File: config.mk
export PLATFORM = sky130hd
export DESIGN_NAME = fetch_unit
export DESIGN_NICKNAME = d
export VERILOG_FILES = /design/src/rtl/fetch_unit.sv
export SDC_FILE = /design/constraint.sdc
export NUM_CORES = 1
export LEC_CHECK = 0
export CORE_MARGIN = 4
export CORE_UTILIZATION = 35
export CTS_BUF_LIST = sky130_fd_sc_hd__clkbuf_8
export DETAILED_ROUTE_END_ITERATION = 8
export GPL_TIMING_DRIVEN = 0
export PLACE_DENSITY_LB_ADDON = 0.05
export SLEW_MARGIN = 20
export SYNTH_ARGS = -nofsm -noshare
export SYNTH_HDL_FRONTEND = slang
export SYNTH_SLANG_ARGS = --single-unit
File: constraint.sdc
create_clock -name fetch_clk_F_i -period 3.7 [get_ports fetch_clk_F_i]
set_clock_uncertainty 0.05 [all_clocks]
set_input_delay 0.74 -clock fetch_clk_F_i [delete_from_list [all_inputs] [get_ports fetch_clk_F_i]]
set_output_delay 0.74 -clock fetch_clk_F_i [all_outputs]
set_load 0.05 [all_outputs]
File: src/rtl/fetch_unit.sv
// F stage: owns the PC, issues single-outstanding word fetches over a req/ack imem handshake,
// and buffers returned words in a 2-entry queue whose head feeds IF/ID (MIPS delay-slot redirects).
module fetch_unit #(
    parameter logic [31:0] PC_RESET = 32'h0000_3000
) (
    input  logic        fetch_clk_F_i,
    input  logic        fetch_rst_n_F_i,
    input  logic        fetch_stall_F_i,
    input  logic        fetch_redir_F_i,
    input  logic [31:0] fetch_redir_pc_F_i,
    output logic        fetch_imem_req_F_o,
    output logic [31:0] fetch_imem_addr_F_o,
    input  logic        fetch_imem_ack_F_i,
    input  logic [31:0] fetch_imem_rdata_F_i,
    output logic [31:0] fetch_instr_F_o,
    output logic [31:0] fetch_pc_F_o,
    output logic [31:0] fetch_pc4_F_o,
    output logic        fetch_valid_F_o
);

    typedef enum logic [1:0] {
        FETCH,
        DRAIN,
        DS_WAIT
    } state_e;

    state_e      state_q, state_d;
    logic [31:0] pc_q, pc_d;
    logic [31:0] req_addr_q, req_addr_d;
    logic [1:0]  count_q, count_d;
    logic [31:0] head_instr_q, head_instr_d;
    logic [31:0] head_pc_q, head_pc_d;
    logic [31:0] tail_instr_q, tail_instr_d;
    logic [31:0] tail_pc_q, tail_pc_d;

    logic req;
    logic pop;
    logic ack_ok;
    logic push;
    logic flush;

    always_comb begin
        pop = (count_q != 2'd0) && !fetch_stall_F_i;
        unique case (state_q)
            FETCH:   req = (count_q != 2'd2) || pop;
            default: req = 1'b1;
        endcase
        ack_ok = req && fetch_imem_ack_F_i;
    end

    always_comb begin
        state_d    = state_q;
        pc_d       = pc_q;
        req_addr_d = req_addr_q;
        push       = 1'b0;
        flush      = 1'b0;

        unique case (state_q)
            FETCH: begin
                if (fetch_redir_F_i) begin
                    pc_d = fetch_redir_pc_F_i;
                    if (count_q != 2'd0) begin
                        // Head goes to D as the delay slot; the second entry and any
                        // in-flight word are wrong-path.
                        flush = 1'b1;
                        if (ack_ok) req_addr_d = fetch_redir_pc_F_i;
                        else        state_d    = DRAIN;
                    end else if (ack_ok) begin
                        push       = 1'b1;
                        req_addr_d = fetch_redir_pc_F_i;
                    end else begin
                        state_d = DS_WAIT;
                    end
                end else if (ack_ok) begin
                    push       = 1'b1;
                    pc_d       = pc_q + 32'd4;
                    req_addr_d = pc_q + 32'd4;
                end
            end
            DRAIN: begin
                if (ack_ok) begin
                    req_addr_d = pc_q;
                    state_d    = FETCH;
                end
            end
            DS_WAIT: begin
                if (ack_ok) begin
                    push       = 1'b1;
                    req_addr_d = pc_q;
                    state_d    = FETCH;
                end
            end
            default: state_d = FETCH;
        endcase
    end

    always_comb begin
        count_d      = count_q;
        head_instr_d = head_instr_q;
        head_pc_d    = head_pc_q;
        tail_instr_d = tail_instr_q;
        tail_pc_d    = tail_pc_q;

        if (flush) begin
            count_d = 2'd0;
        end else begin
            unique case ({push, pop})
                2'b01: begin
                    head_instr_d = tail_instr_q;
                    head_pc_d    = tail_pc_q;
                    count_d      = count_q - 2'd1;
                end
                2'b10: begin
                    if (count_q == 2'd0) begin
                        head_instr_d = fetch_imem_rdata_F_i;
                        head_pc_d    = req_addr_q;
                    end else begin
                        tail_instr_d = fetch_imem_rdata_F_i;
                        tail_pc_d    = req_addr_q;
                    end
                    count_d = count_q + 2'd1;
                end
                2'b11: begin
                    if (count_q == 2'd1) begin
                        head_instr_d = fetch_imem_rdata_F_i;
                        head_pc_d    = req_addr_q;
                    end else begin
                        head_instr_d = tail_instr_q;
                        head_pc_d    = tail_pc_q;
                        tail_instr_d = fetch_imem_rdata_F_i;
                        tail_pc_d    = req_addr_q;
                    end
                end
                default: ;
            endcase
        end
    end

    always_ff @(posedge fetch_clk_F_i) begin
        if (!fetch_rst_n_F_i) begin
            state_q      <= FETCH;
            pc_q         <= PC_RESET;
            req_addr_q   <= PC_RESET;
            count_q      <= '0;
            head_instr_q <= '0;
            head_pc_q    <= PC_RESET;
            tail_instr_q <= '0;
            tail_pc_q    <= PC_RESET;
        end else begin
            state_q      <= state_d;
            pc_q         <= pc_d;
            req_addr_q   <= req_addr_d;
            count_q      <= count_d;
            head_instr_q <= head_instr_d;
            head_pc_q    <= head_pc_d;
            tail_instr_q <= tail_instr_d;
            tail_pc_q    <= tail_pc_d;
        end
    end

    always_comb begin
        fetch_valid_F_o     = fetch_rst_n_F_i && (count_q != 2'd0);
        fetch_imem_req_F_o  = fetch_rst_n_F_i && req;
        fetch_imem_addr_F_o = req_addr_q;
        fetch_instr_F_o     = fetch_valid_F_o ? head_instr_q : '0;
        fetch_pc_F_o        = fetch_valid_F_o ? head_pc_q : PC_RESET;
        fetch_pc4_F_o       = fetch_pc_F_o + 32'd4;
    end

endmodule

==> flow_summary.toml <==
[status]
run_status = "complete, but fails checks"
violations = "setup timing"

[timing]
rsz_0062_raised_after_global_routing = "yes"
finalCriticalPeriod_ps = 3860
holdWs_ps = 407
maxClockFrequency_mhz = 259
finalSetupViolCount = 7
slew_viol_final = 0
hold_viol = 0
post-route-worst-setup-slack_ps = -156
worst_pin_slew_ps = 889
max_slew_margin = 0.407
share_of_the_cycle_needed_by_the_critical_path_after_routing = 1.04

[grt]
grt.busiest_layer = "met2"
grt_pass1_vias = 9956
grt.met2_usage = 0.367
antenna_found_initial = 0
grt_pass1_wl_um = 58000
grt_util_met3 = 0.0534
track_usage = 0.237
grt_util_met1 = 0.330
gr-total-overflow = 0
pin_count_of_the_biggest_net_entering_global_routing = 22

[synth]
ys_types = 64
ys_ff_latch = 196
synth_sequential_area_ratio = 0.392
postSynth.topFlopCell = "sky130_fd_sc_hd__dfxtp_1"
syn-instance-count = 1294
synth_async_sr_flop_share = 0
synth_enable_flop_cells = 0
yosys_warnings = 0
synth_fp_nets = 1374
syn_std_cell_area_mm2 = 0.0100
syn_area_per_cell_um2 = 7.73

[power]
ir_drop_mv = 0.226
power.density_cell_area_mw_per_mm2 = 697
seq_power_share = 0.337
power.clock.fraction = 0.156
p_comb_frac = 0.507
switching_power_mw = 4.58
p_int_mw = 4.75
total_leakage_power_nw = 5.23
p_sw_frac = 0.491
post-layout-total-power_mw = 9.33

[cells_and_area]
layout_fillers = 2918
num-nets-final = 1614
synthToLayoutAreaGrowth_pct = 33.7
multiInputGateArea_mm2 = 0.00590
final_cell_mix = "223 x sky130_fd_sc_hd__nand2_1, 194 x sky130_fd_sc_hd__dfxtp_1, 120 x sky130_fd_sc_hd__clkdlybuf4s50_1, 112 x sky130_fd_sc_hd__nor2_1, 100 x sky130_fd_sc_hd__a21oi_1"
antenna_cells_inserted = 0
ff_latch_area_mm2 = 0.00393
final_layout_size_suffix_gt1_frac = 0.122
commonest_non_fill_non_tap_cell_in_the_layout = "sky130_fd_sc_hd__nand2_1"

[setup_path]
crit_family = "simple AND/OR/NAND/NOR gates"
crit_type = "register to primary output"
critical_path_arrival_ps = 3070
timing.critical_path.from = "count_q[0]$_SDFFE_PP0P_"
path_max_fanout = 7
crit_chain = "inv_2, ha_4, buf_8, nand2b_4, clkinv_4, clkbuf_16, and2_4, ha_4, and2_4, nand4_1, buf_6, nor3_4, nand4_1, xnor2_4, buf_6"
critical_path.max_stage_delay_ps = 350
r2r_start = "count_q[0]$_SDFFE_PP0P_"
required_ps = 2910
cp_slowest_cell = "sky130_fd_sc_hd__dfxtp_2"
crit_buf_inv = 6
worstSetupEndpointType = "primary output"
timing.critical_path.from_type = "register"

[clock_tree]
worst_setup_hold_path_clk_slew_ps = 110
cts_max_path_buffers = 2
htree_num_levels = 4
ctsHoldBuffers = 0
cts_made_buffers = 17
ctsRootBufferMaster = "sky130_fd_sc_hd__clkbuf_8"
insertion_delay_ps = 500
clock_sinks = 196
cts_tree = "yes"

[floorplan]
die_h_um = 177
start_util = 0.357
die_w_um = 177
core-area_mm2 = 0.0280
core.rowCount = 61
design.die.area_mm2 = 0.0314
io_pins = 199

[min_path]
timing.hold.worst.start = "tail_pc_q[28]$_SDFFE_PN0P_"
hold_path.class = "register to register"

[detailed_routing]
postRouteAntennaNets = 0
viasPerCell = 5.46
wl_per_cell_um = 19.7
detailedRoute.firstPassIterationCount = 5
wire_length_after_detailed_routing_um = 38000
drc = 0
detailroute.via_count = 10506
drt_iter0_markers = 820

[place]
io_buffer_count = 197
gp_routability_congestion = 0.960
dp_hpwl_um = 28500

[flow_run]
timing.max_cap.violations = 0
-- synthesized netlist by cell type, types with 3 or more instances --
library cell	instances	area share
sky130_fd_sc_hd__nand4_1	20	0.013
sky130_fd_sc_hd__o31ai_1	8	0.0060
sky130_fd_sc_hd__and3_1	11	0.0069
sky130_fd_sc_hd__mux2i_1	18	0.018
sky130_fd_sc_hd__nor2b_1	3	0.0019
sky130_fd_sc_hd__nand2_1	224	0.084
sky130_fd_sc_hd__clkbuf_1	97	0.036
sky130_fd_sc_hd__inv_1	19	0.0071
sky130_fd_sc_hd__a221oi_1	77	0.067
sky130_fd_sc_hd__o211ai_1	12	0.0090
sky130_fd_sc_hd__o21ai_0	46	0.023
sky130_fd_sc_hd__nand3_1	37	0.019
sky130_fd_sc_hd__buf_1	4	0.0015
sky130_fd_sc_hd__nor4_1	6	0.0038
sky130_fd_sc_hd__o221ai_1	13	0.011
sky130_fd_sc_hd__o22ai_1	6	0.0038
sky130_fd_sc_hd__and4_1	5	0.0044
sky130_fd_sc_hd__a31oi_1	15	0.0094
sky130_fd_sc_hd__and2_1	62	0.039
sky130_fd_sc_hd__nand2b_1	10	0.0063
sky130_fd_sc_hd__a22oi_1	6	0.0045
sky130_fd_sc_hd__o31a_1	3	0.0026
sky130_fd_sc_hd__a22o_1	3	0.0026
sky130_fd_sc_hd__xnor2_1	19	0.017
sky130_fd_sc_hd__or3_1	6	0.0038
sky130_fd_sc_hd__ha_1	11	0.014
sky130_fd_sc_hd__a21o_1	3	0.0023
sky130_fd_sc_hd__a311oi_1	4	0.0035
sky130_fd_sc_hd__nor3_1	68	0.034
sky130_fd_sc_hd__a32o_1	3	0.0030
sky130_fd_sc_hd__nor2_1	116	0.044
sky130_fd_sc_hd__buf_2	9	0.0045
sky130_fd_sc_hd__a21oi_1	100	0.050
sky130_fd_sc_hd__xor2_1	18	0.016
sky130_fd_sc_hd__dfxtp_1	196	0.39
-- cell type report --
type,instances,area share
buffer,108,0.0367
clock buffer,17,0.0175
clock inverter,15,0.0134
inverter,20,0.00627
multi-input combinational,965,0.441
sequential,196,0.293
tap,378,0.0353
timing repair buffer,226,0.156
-- metal layers --
layer / share of wire / routed length [µm]
met1: 0.45 / 17100
met2: 0.45 / 17000
met3: 0.077 / 2910
met4: 0.025 / 943
met5: 0 / 0
-- tightest hold or removal path: stages, from the launching register on --
cell and delay (ps):
sky130_fd_sc_hd__dfxtp_1 320, sky130_fd_sc_hd__nand2_1 50, sky130_fd_sc_hd__a21oi_1 50
-- worst paths after layout --
kind	endpoint	slack [ps]	cells after the start
max	fetch_pc4_F_o[30]	-160	15
min	tail_pc_q[28]$_SDFFE_PN0P_	410	2
max reg2reg	tail_pc_q[16]$_SDFFE_PN0P_	330	14
min reg2reg	tail_pc_q[28]$_SDFFE_PN0P_	410	2
-- what timing repair did --
action | 4_1_cts | 5_1_grt
setup endpoints to repair | 219 | 163
buffers inserted | 18 | 11
pin swaps | 11 | 6
gates resized for setup | 180 | 110
-- sequential cells by signal (all words and copies together), names as in the netlist --
register / flops
count_q: 2
tail_instr_q: 32
state_q: 2
head_instr_q: 32
tail_pc_q: 32
pc_q: 32
head_pc_q: 32
fetch_imem_addr_F_o: 32
-- power groups by stage --
stage	combinational, mW	clock, mW	sequential (mW)
final	4.73	1.46	3.14
after global routing	5.16	1.58	3.23
after CTS	4.64	1.48	3.13
after detailed placement	4.59	0	3.19
after global placement	4.58	0	3.17
after floorplan	2.76	0	3.38
-- stage by stage --
stage	setup slack (ps)	instances	area (µm²)	TNS [ps]	util
6_report	-156	1925	13400	-756	0.478
5_1_grt	-295	1925	13400	-2130	0.478
4_1_cts	-321	1916	13300	-2010	0.474
3_5_place_dp	-1840	1869	12700	-185280	0.454
3_3_place_gp	-1850	1869	12700	-187650	0.454
2_1_floorplan	-216	1294	10300	-1120	-
-- cells by family after synthesis --
logic type                 synth area share
AOI/OAI and AO/OA                     0.219
xor gates and xnor gates             0.0324
adders and majority gates            0.0138
buffers and inverters                0.0525
DFF                                   0.392
muxes                                0.0180
and+or+nand+nor                       0.273
No activity file was read; power rests on OpenSTA's default activity.
